**config.mk**
```make
export PLATFORM = sky130hd
export DESIGN_NAME = sym_fir_filter_flat
export DESIGN_NICKNAME = d
export VERILOG_FILES = /design/src/rtl/fir_pkg.sv /design/src/rtl/sym_fir_filter_if.sv /design/src/rtl/fir_preadd_mult.sv /design/src/rtl/sym_fir_filter.sv /design/src/flat_wrapper.sv
export SDC_FILE = /design/constraint.sdc
export NUM_CORES = 2
export LEC_CHECK = 0
export ABC_AREA = 1
export CORE_MARGIN = 2
export CORE_UTILIZATION = 35
export DETAILED_ROUTE_END_ITERATION = 12
export GPL_TIMING_DRIVEN = 0
export PLACE_DENSITY_LB_ADDON = 0.3
export SLEW_MARGIN = 25
export SYNTH_ARGS = -nofsm -noshare
export SYNTH_HDL_FRONTEND = slang
export SYNTH_SLANG_ARGS = --single-unit
```
**constraint.sdc**
```tcl
create_clock -name sys_clk -period 20.5 [get_ports sys_clk]
set_input_delay 6.15 -clock sys_clk [delete_from_list [all_inputs] [get_ports sys_clk]]
set_output_delay 6.15 -clock sys_clk [all_outputs]
set_load 0.02 [all_outputs]
```
**src/rtl/fir_pkg.sv**
```systemverilog
// Shared types, sizes and default coefficient set for the symmetric FIR filter.
// Revision 1.0 - initial release
`default_nettype none

package fir_pkg;

  localparam int NTAPS = 21;
  localparam int DW    = 18;
  localparam int CW    = 18;
  localparam int NHALF = (NTAPS - 1) / 2;
  localparam int PW    = DW + 1 + CW;               // pre-added sample times coefficient
  localparam int ACC_W = PW + $clog2(NTAPS);

  typedef logic signed [DW-1:0]    sample_t;
  typedef logic signed [CW-1:0]    coef_t;
  typedef logic signed [PW-1:0]    prod_t;
  typedef logic signed [ACC_W-1:0] acc_t;
  typedef logic [0:NTAPS-1][CW-1:0] coef_arr_t;

  // SRRC prototype, 1s17; sum(|h|) = 120800 keeps acc[34:17] in range for any input
  localparam coef_arr_t H = '{
    -18'sd600,   -18'sd1400,  18'sd0,      18'sd2200,   18'sd2600,
     18'sd0,     -18'sd5200,  -18'sd7400,  18'sd0,      18'sd21000,
     18'sd40000,
     18'sd21000,  18'sd0,     -18'sd7400,  -18'sd5200,  18'sd0,
     18'sd2600,   18'sd2200,  18'sd0,      -18'sd1400,  -18'sd600
  };

endpackage

`default_nettype wire

```
**src/rtl/sym_fir_filter_if.sv**
```systemverilog
// Sample-stream bundle between the sample-rate source and the FIR filter.
// Revision 1.0 - initial release
`default_nettype none

interface sym_fir_filter_if;
  import fir_pkg::*;

  logic    sam_clk_en;
  sample_t x_in;
  sample_t y;

  modport master (output sam_clk_en, output x_in, input y);
  modport slave  (input sam_clk_en, input x_in, output y);

endinterface

`default_nettype wire

```
**src/rtl/fir_preadd_mult.sv**
```systemverilog
// One folded tap: pre-add the mirrored samples, then multiply at full precision.
// Revision 1.0 - initial release
`default_nettype none

module fir_preadd_mult
  import fir_pkg::*;
(
  input  sample_t a,
  input  sample_t b,
  input  coef_t   coef,
  output prod_t   prod
);

  logic signed [DW:0] pre_sum;

  assign pre_sum = {a[DW-1], a} + {b[DW-1], b};
  assign prod    = pre_sum * coef;

endmodule

`default_nettype wire

```
**src/rtl/sym_fir_filter.sv**
```systemverilog
// Symmetric direct-form FIR, one sample per sam_clk_en, registered 1s17 output.
// Revision 1.0 - initial release; FIR_OUTPUT_SAT_EN clamps y instead of wrapping.
`default_nettype none

module sym_fir_filter
  import fir_pkg::*;
#(
  parameter coef_arr_t COEFFS = H
) (
  input  logic             sys_clk,
  input  logic             rst,
  sym_fir_filter_if.slave  bus
);

  sample_t                  delay_line [NTAPS];
  prod_t                    prods [NHALF];
  logic signed [DW+CW-1:0]  centre;
  acc_t                     acc;
  sample_t                  y_next;
  sample_t                  y_reg;
  logic                     unused_acc_bits;

  for (genvar k = 0; k < NHALF; k++) begin : g_tap
    fir_preadd_mult u_tap (
      .a    (delay_line[k]),
      .b    (delay_line[NTAPS-1-k]),
      .coef (coef_t'(COEFFS[k])),
      .prod (prods[k])
    );
  end

  assign centre = delay_line[NHALF] * coef_t'(COEFFS[NHALF]);

  always_comb begin
    acc = acc_t'(centre);
    for (int k = 0; k < NHALF; k++) begin
      acc = acc + acc_t'(prods[k]);
    end
  end

`ifdef FIR_OUTPUT_SAT_EN
  // acc[ACC_W-1:34] must be pure sign extension for acc[34:17] to be exact
  always_comb begin
    y_next = acc[34:17];
    if (!acc[ACC_W-1] && (|acc[ACC_W-2:34])) begin
      y_next = {1'b0, {(DW-1){1'b1}}};
    end else if (acc[ACC_W-1] && !(&acc[ACC_W-2:34])) begin
      y_next = {1'b1, {(DW-1){1'b0}}};
    end
  end
`else
  assign y_next = acc[34:17];
`endif

  assign unused_acc_bits = ^{acc[ACC_W-1:35], acc[16:0]};

  always_ff @(posedge sys_clk) begin
    if (rst) begin
      for (int i = 0; i < NTAPS; i++) begin
        delay_line[i] <= '0;
      end
      y_reg <= '0;
    end else if (bus.sam_clk_en) begin
      y_reg         <= y_next;
      delay_line[0] <= bus.x_in;
      for (int i = 1; i < NTAPS; i++) begin
        delay_line[i] <= delay_line[i-1];
      end
    end
  end

  assign bus.y = y_reg;

endmodule

`default_nettype wire

```
**src/flat_wrapper.sv**
```systemverilog
// flat-port wrapper written by rule: the top's interface ports become plain ports
module sym_fir_filter_flat import fir_pkg::*;
#(
  parameter coef_arr_t COEFFS = H
)
  (sys_clk, rst, bus_sam_clk_en, bus_x_in, bus_y);
  sym_fir_filter_if bus_i ();
  input  logic sys_clk;
  input  logic rst;
  input wire logic [$bits(bus_i.sam_clk_en)-1:0] bus_sam_clk_en;
  input wire logic [$bits(bus_i.x_in)-1:0] bus_x_in;
  output wire logic [$bits(bus_i.y)-1:0] bus_y;
  assign bus_i.sam_clk_en = bus_sam_clk_en;
  assign bus_i.x_in = bus_x_in;
  assign bus_y = bus_i.y;
  sym_fir_filter #(.COEFFS(COEFFS)) u_core (.sys_clk(sys_clk), .rst(rst), .bus(bus_i));
endmodule
```
# After elaboration in Yosys (flattened, before gate mapping)
# Memory sizes are Yosys's and may differ from the RTL's.
# Index checks and enable logic that the tools add are counted.
op_classes:
  n_addsub: 14
  n_mul: 8
  mux: 26
  bitwise_logic: 21
op_table:
  columns: ["operator", "n"]
  rows:
  - ["18-bit 2-to-1 mux", 21]
  - ["18-bit by 18-bit adder with 19-bit output", 7]
  - ["19-bit by 10-bit multiplier with 29-bit output (second input constant)", 3]
  - ["35-bit by 32-bit adder with 35-bit output", 2]
  - ["35-bit by 33-bit adder with 35-bit output", 2]
  - ["35-bit by 30-bit adder with 35-bit output", 1]
  - ["35-bit by 31-bit adder with 35-bit output", 1]
  - ["35-bit adder", 1]
  - ["19-bit by 13-bit multiplier with 32-bit output (second input constant)", 1]
  - ["19-bit by 11-bit multiplier with 30-bit output (second input constant)", 1]
  - ["18-bit by 11-bit multiplier with 29-bit output (second input constant)", 1]
  - ["19-bit by 9-bit multiplier with 28-bit output (second input constant)", 1]
  - ["19-bit by 8-bit multiplier with 27-bit output (second input constant)", 1]
  - ["1-bit bitwise OR", 21]
  - ["1-bit 2-to-1 mux", 5]
word_totals:
  register_bits: 18
  ram_bits: 378
  inputBits: 21
  out_inout_bits: 18
  elab_cells: 71
  n_memories: 1
mem_list:
  columns: ["name", "depth", "width", "rd", "rd_clocked_by_memory_dff", "wr", "line_no", "text"]
  rows:
  - ["u_core.delay_line", 21, 18, 21, 0, 21, "sym_fir_filter.sv:15", "sample_t delay_line [NTAPS];"]

# Longest topological paths before layout
# An unclocked memory read counts as a cell.
logic_depth:
  word_depth: 10
  ltp_mapped: 56
  depth_no_buf: 56

# Cells and area by module
# A second synthesis with hierarchy kept.
hier_totals:
  hier_cells: 22433
  area_unflattened_um2: 173619.0
modules_own_cells:
  columns: ["module", "instances", "cells_per_inst", "area_each_um2", "seq_area_each_um2"]
  rows:
  - ["fir_preadd_mult (u_core.g_tap[2].u_tap ...)", 7, 1971, 14586.5, 0.0]
  - ["sym_fir_filter", 1, 2700, 27691.6, 11711.2]
  - ["fir_preadd_mult (u_core.g_tap[9].u_tap)", 1, 1974, 14624.0, 0.0]
  - ["fir_preadd_mult (u_core.g_tap[0].u_tap)", 1, 1980, 14612.8, 0.0]
  - ["fir_preadd_mult (u_core.g_tap[1].u_tap)", 1, 1982, 14585.2, 0.0]

# Worst setup path before layout
# OpenSTA, ideal clock, no wires.
synth_timing:
  kind: "input to register"
  startpoint: "input port rst"
  endpoint: "memory u_core.delay_line[0][0] (netlist bit), enable pin"
  arrival_ps: 14065
  required_time_ps: 19775
  path_slack_ps: 5710
  path_stages: 4
  n_path_buf: 2
  path_cell_list: "clkbuf_1 nor2_1 clkbuf_1 inv_1"
synth_rtl:
  columns: ["item", "line_no", "text"]
  rows:
  - ["start, declared", "flat_wrapper.sv:9", "input logic rst;"]
  - ["end, declared", "sym_fir_filter.sv:15", null]

==> reports/metrics.yaml <==
avgSynthCellArea_um2: 9.29
critical_path.max_stage_delay_ns: 0.70
crit_start: "u_core.delay_line[14][3]"
initial_core_util_pct: 35.3
fmax_mhz: 86.9
final_core_util_pct: 38.4
reg2reg_from: "u_core.delay_line[14][3]"
dr.pass1.iters: 7
synth.distinct_cells: 61
r2r_slack_ns: 8.99
ys.flop_type: "edfxtp_1"
clock_sink_count: 396
cts_tree: "built"
crit_path_start_kind: "register"
worstPathArrival_ns: 12.02
cts_resized: 0
rsz0062_at_grt: "false"
finalSetupTns_ns: 0
hp-class: "reg -> reg"
period_needed_ns: 11.51
report.final.slew_viol_count: 0
grt_max_degree: 99
final_layout_size_suffix_gt1_share_pct: 3.33
post_drt_wl_per_cell_um: 17.4
ys_seq_area_share_pct: 23.1
root_buffer: "clkbuf_16"
worstSetupEndpoint: "u_core.bus.y[16]"
overflow: 0
clock_latency_ns: 0.62
antenna_left: 0
vias: 35154
crit_required_ns: 21.00
die_height_um: 385
yosysTopAreaCell: "edfxtp_1"
clockBufferDepth: 3
grt_first_pass_wirelength_mm: 205
core-area_um2: 144000
drt_wl_total_mm: 130
r2r-end: "u_core.bus.y[16]"
yosys-top-cells-area: "edfxtp_1 22%, fa_1 22%, ha_1 21%, inv_1 10%, xor2_1 4.2%"
max-cap-violations: 0
cts-hold-fix-buffers: 0
layout.nets: 6970
rr_worst_depth: 49
synth-seq-cells: 396
areaGrowthSynthToFinish_pct: 8.86
cts_setup_buffers: 0
netlist_area_um2: 50700
ioPinCount: 39
antenna_found_initial: 1
cts-buffers-inserted: 46
worstMarginPinSlew_ns: 1.04
synth-edff-count: 378
status: "completed"
cts.clk_slew.worst_paths_ns: 0.06
finalWeightedCongestion: 0.906
synth_mux_area_share_pct: 0.0444
via_per_inst: 4.69
die-area_um2: 148000
end_kind: "register"
hold_violations: 0
slowest_stage: "xor2_1"
dp.final_hpwl_mm: 113
die_w_um: 385
setup_viol: 0
clock_skew_ns: 0.0231
htreeDepth: 2
grt.total_usage_pct: 18.1
grt_pass1_vias: 36608
synth_xor_area_share_pct: 6.08
diodes: 0
synth-async-reset-ratio_pct: 0
cpMostUsedCell: "nand2_1"
route.detailed.drc: 0
synth_compound_area_share_pct: 7.67
drtIter0Drc: 1925
slew_headroom_pct: 30.5
synth_warnings: 0
portBuffers: 38
period_share_pct: 56.2
holdPathStages: 2
syn_nets: 6880
yosys.area_share.simple_pct: 9.42
largest_register_ffs: 378
synthCells: 5457
cp_max_fo: 6
crit_type: "reg -> reg"
holdWs_ns: 0.451
synth_top_family_by_area: "adder cells"
synth_top_area_share_pct: 22.4
placementRows: 139
synth_fa_ha_area_share_pct: 42.8
==> cell families after synthesis <==
kind of cell	after synthesis
AO/OA/AOI/OAI	670
XOR/XNOR	351
adder cells (fa/ha/maj)	1402
buffers and inverters	1470
flip-flops	396
multiplexers	2
other	1
AND/OR/NAND/NOR	1165
==> layout make-up <==
class / instances / area, um^2
fill: 14508 / 88500
clock buffer: 52 / 1170
timing repair buffer: 42 / 490
multi-input combinational: 3591 / 33500
inverter: 1424 / 5350
clock inverter: 34 / 429
sequential: 396 / 11700
tap: 1903 / 2380
buffer: 46 / 189
==> per-stage QoR <==
| step | worst slack, ns | cells | instance area, um^2 |
|---|---|---|---|
| floorplan | 5.71 | 5457 | 50700 |
| global placement | 0.652 | 7398 | 53500 |
| detailed placement | 8.92 | 7402 | 53600 |
| CTS | 8.87 | 7488 | 55200 |
| global route | 8.20 | 7488 | 55200 |
| finish | 8.99 | 7488 | 55200 |
==> worst max-delay path: cells and delay by family (launching register included) <==
| kind | cells | cell delay [ns] |
|---|---|---|
| buffers and inverters | 6 | 0.31 |
| adder cells (fa/ha/maj) | 12 | 5.75 |
| AO/OA/AOI/OAI | 13 | 2.42 |
| AND/OR/NAND/NOR | 16 | 1.27 |
| XOR/XNOR | 2 | 1.19 |
| flip-flops | 1 | 0.43 |
==> cell usage after synthesis, drive strengths merged (15+ instances only) <==
| library cell | instances |
|---|---|
| a21boi | 16 |
| a21o | 17 |
| a21oi | 366 |
| a31oi | 16 |
| clkbuf | 45 |
| dfxtp | 18 |
| edfxtp | 378 |
| fa | 552 |
| ha | 850 |
| inv | 1423 |
| nand2 | 487 |
| nand3 | 98 |
| nand4 | 15 |
| nor2 | 501 |
| nor3 | 38 |
| o21ai | 169 |
| o21bai | 29 |
| xnor2 | 106 |
| xor2 | 245 |
==> how the worst min path moves through the flow <==
stage	from	to
CTS	u_core.bus.y[12]	u_core.bus.y[12]
global route	u_core.bus.y[11]	u_core.bus.y[11]
global placement	u_core.bus.y[11]	u_core.bus.y[11]
floorplan	u_core.delay_line[18][0]	u_core.delay_line[19][0]
detailed placement	u_core.bus.y[12]	u_core.bus.y[12]
finish	u_core.bus.y[9]	u_core.bus.y[9]
==> cell usage in the layout, fill, tap and decap left out, types with 22 or more instances in the layout <==
cell type | netlist | final
fa_1 | 552 | 552
nand3_1 | 89 | 89
nor2_1 | 499 | 498
o21ai_1 | 39 | 39
a21oi_1 | 356 | 356
clkbuf_16 | 0 | 46
clkbuf_1 | 44 | 49
xor2_1 | 244 | 244
clkdlybuf4s50_1 | 0 | 38
ha_1 | 850 | 850
nand2_1 | 472 | 472
o21ai_2 | 23 | 22
edfxtp_1 | 378 | 378
xnor2_1 | 106 | 106
nor3_1 | 37 | 37
o21ai_0 | 107 | 107
inv_1 | 1413 | 1412
==> layer usage <==
layer	vias to the layer above	track usage (%)	share of wire (%)
li1	17406	-	-
met1	17009	24.3	46
met2	580	29.7	45
met3	157	2.54	4.7
met4	2	6.18	3.9
met5	-	0	0.010
Power is left out: the tool's default activity adds up to more than one toggle a clock period on the data nets, which glitch-free logic cannot reach.
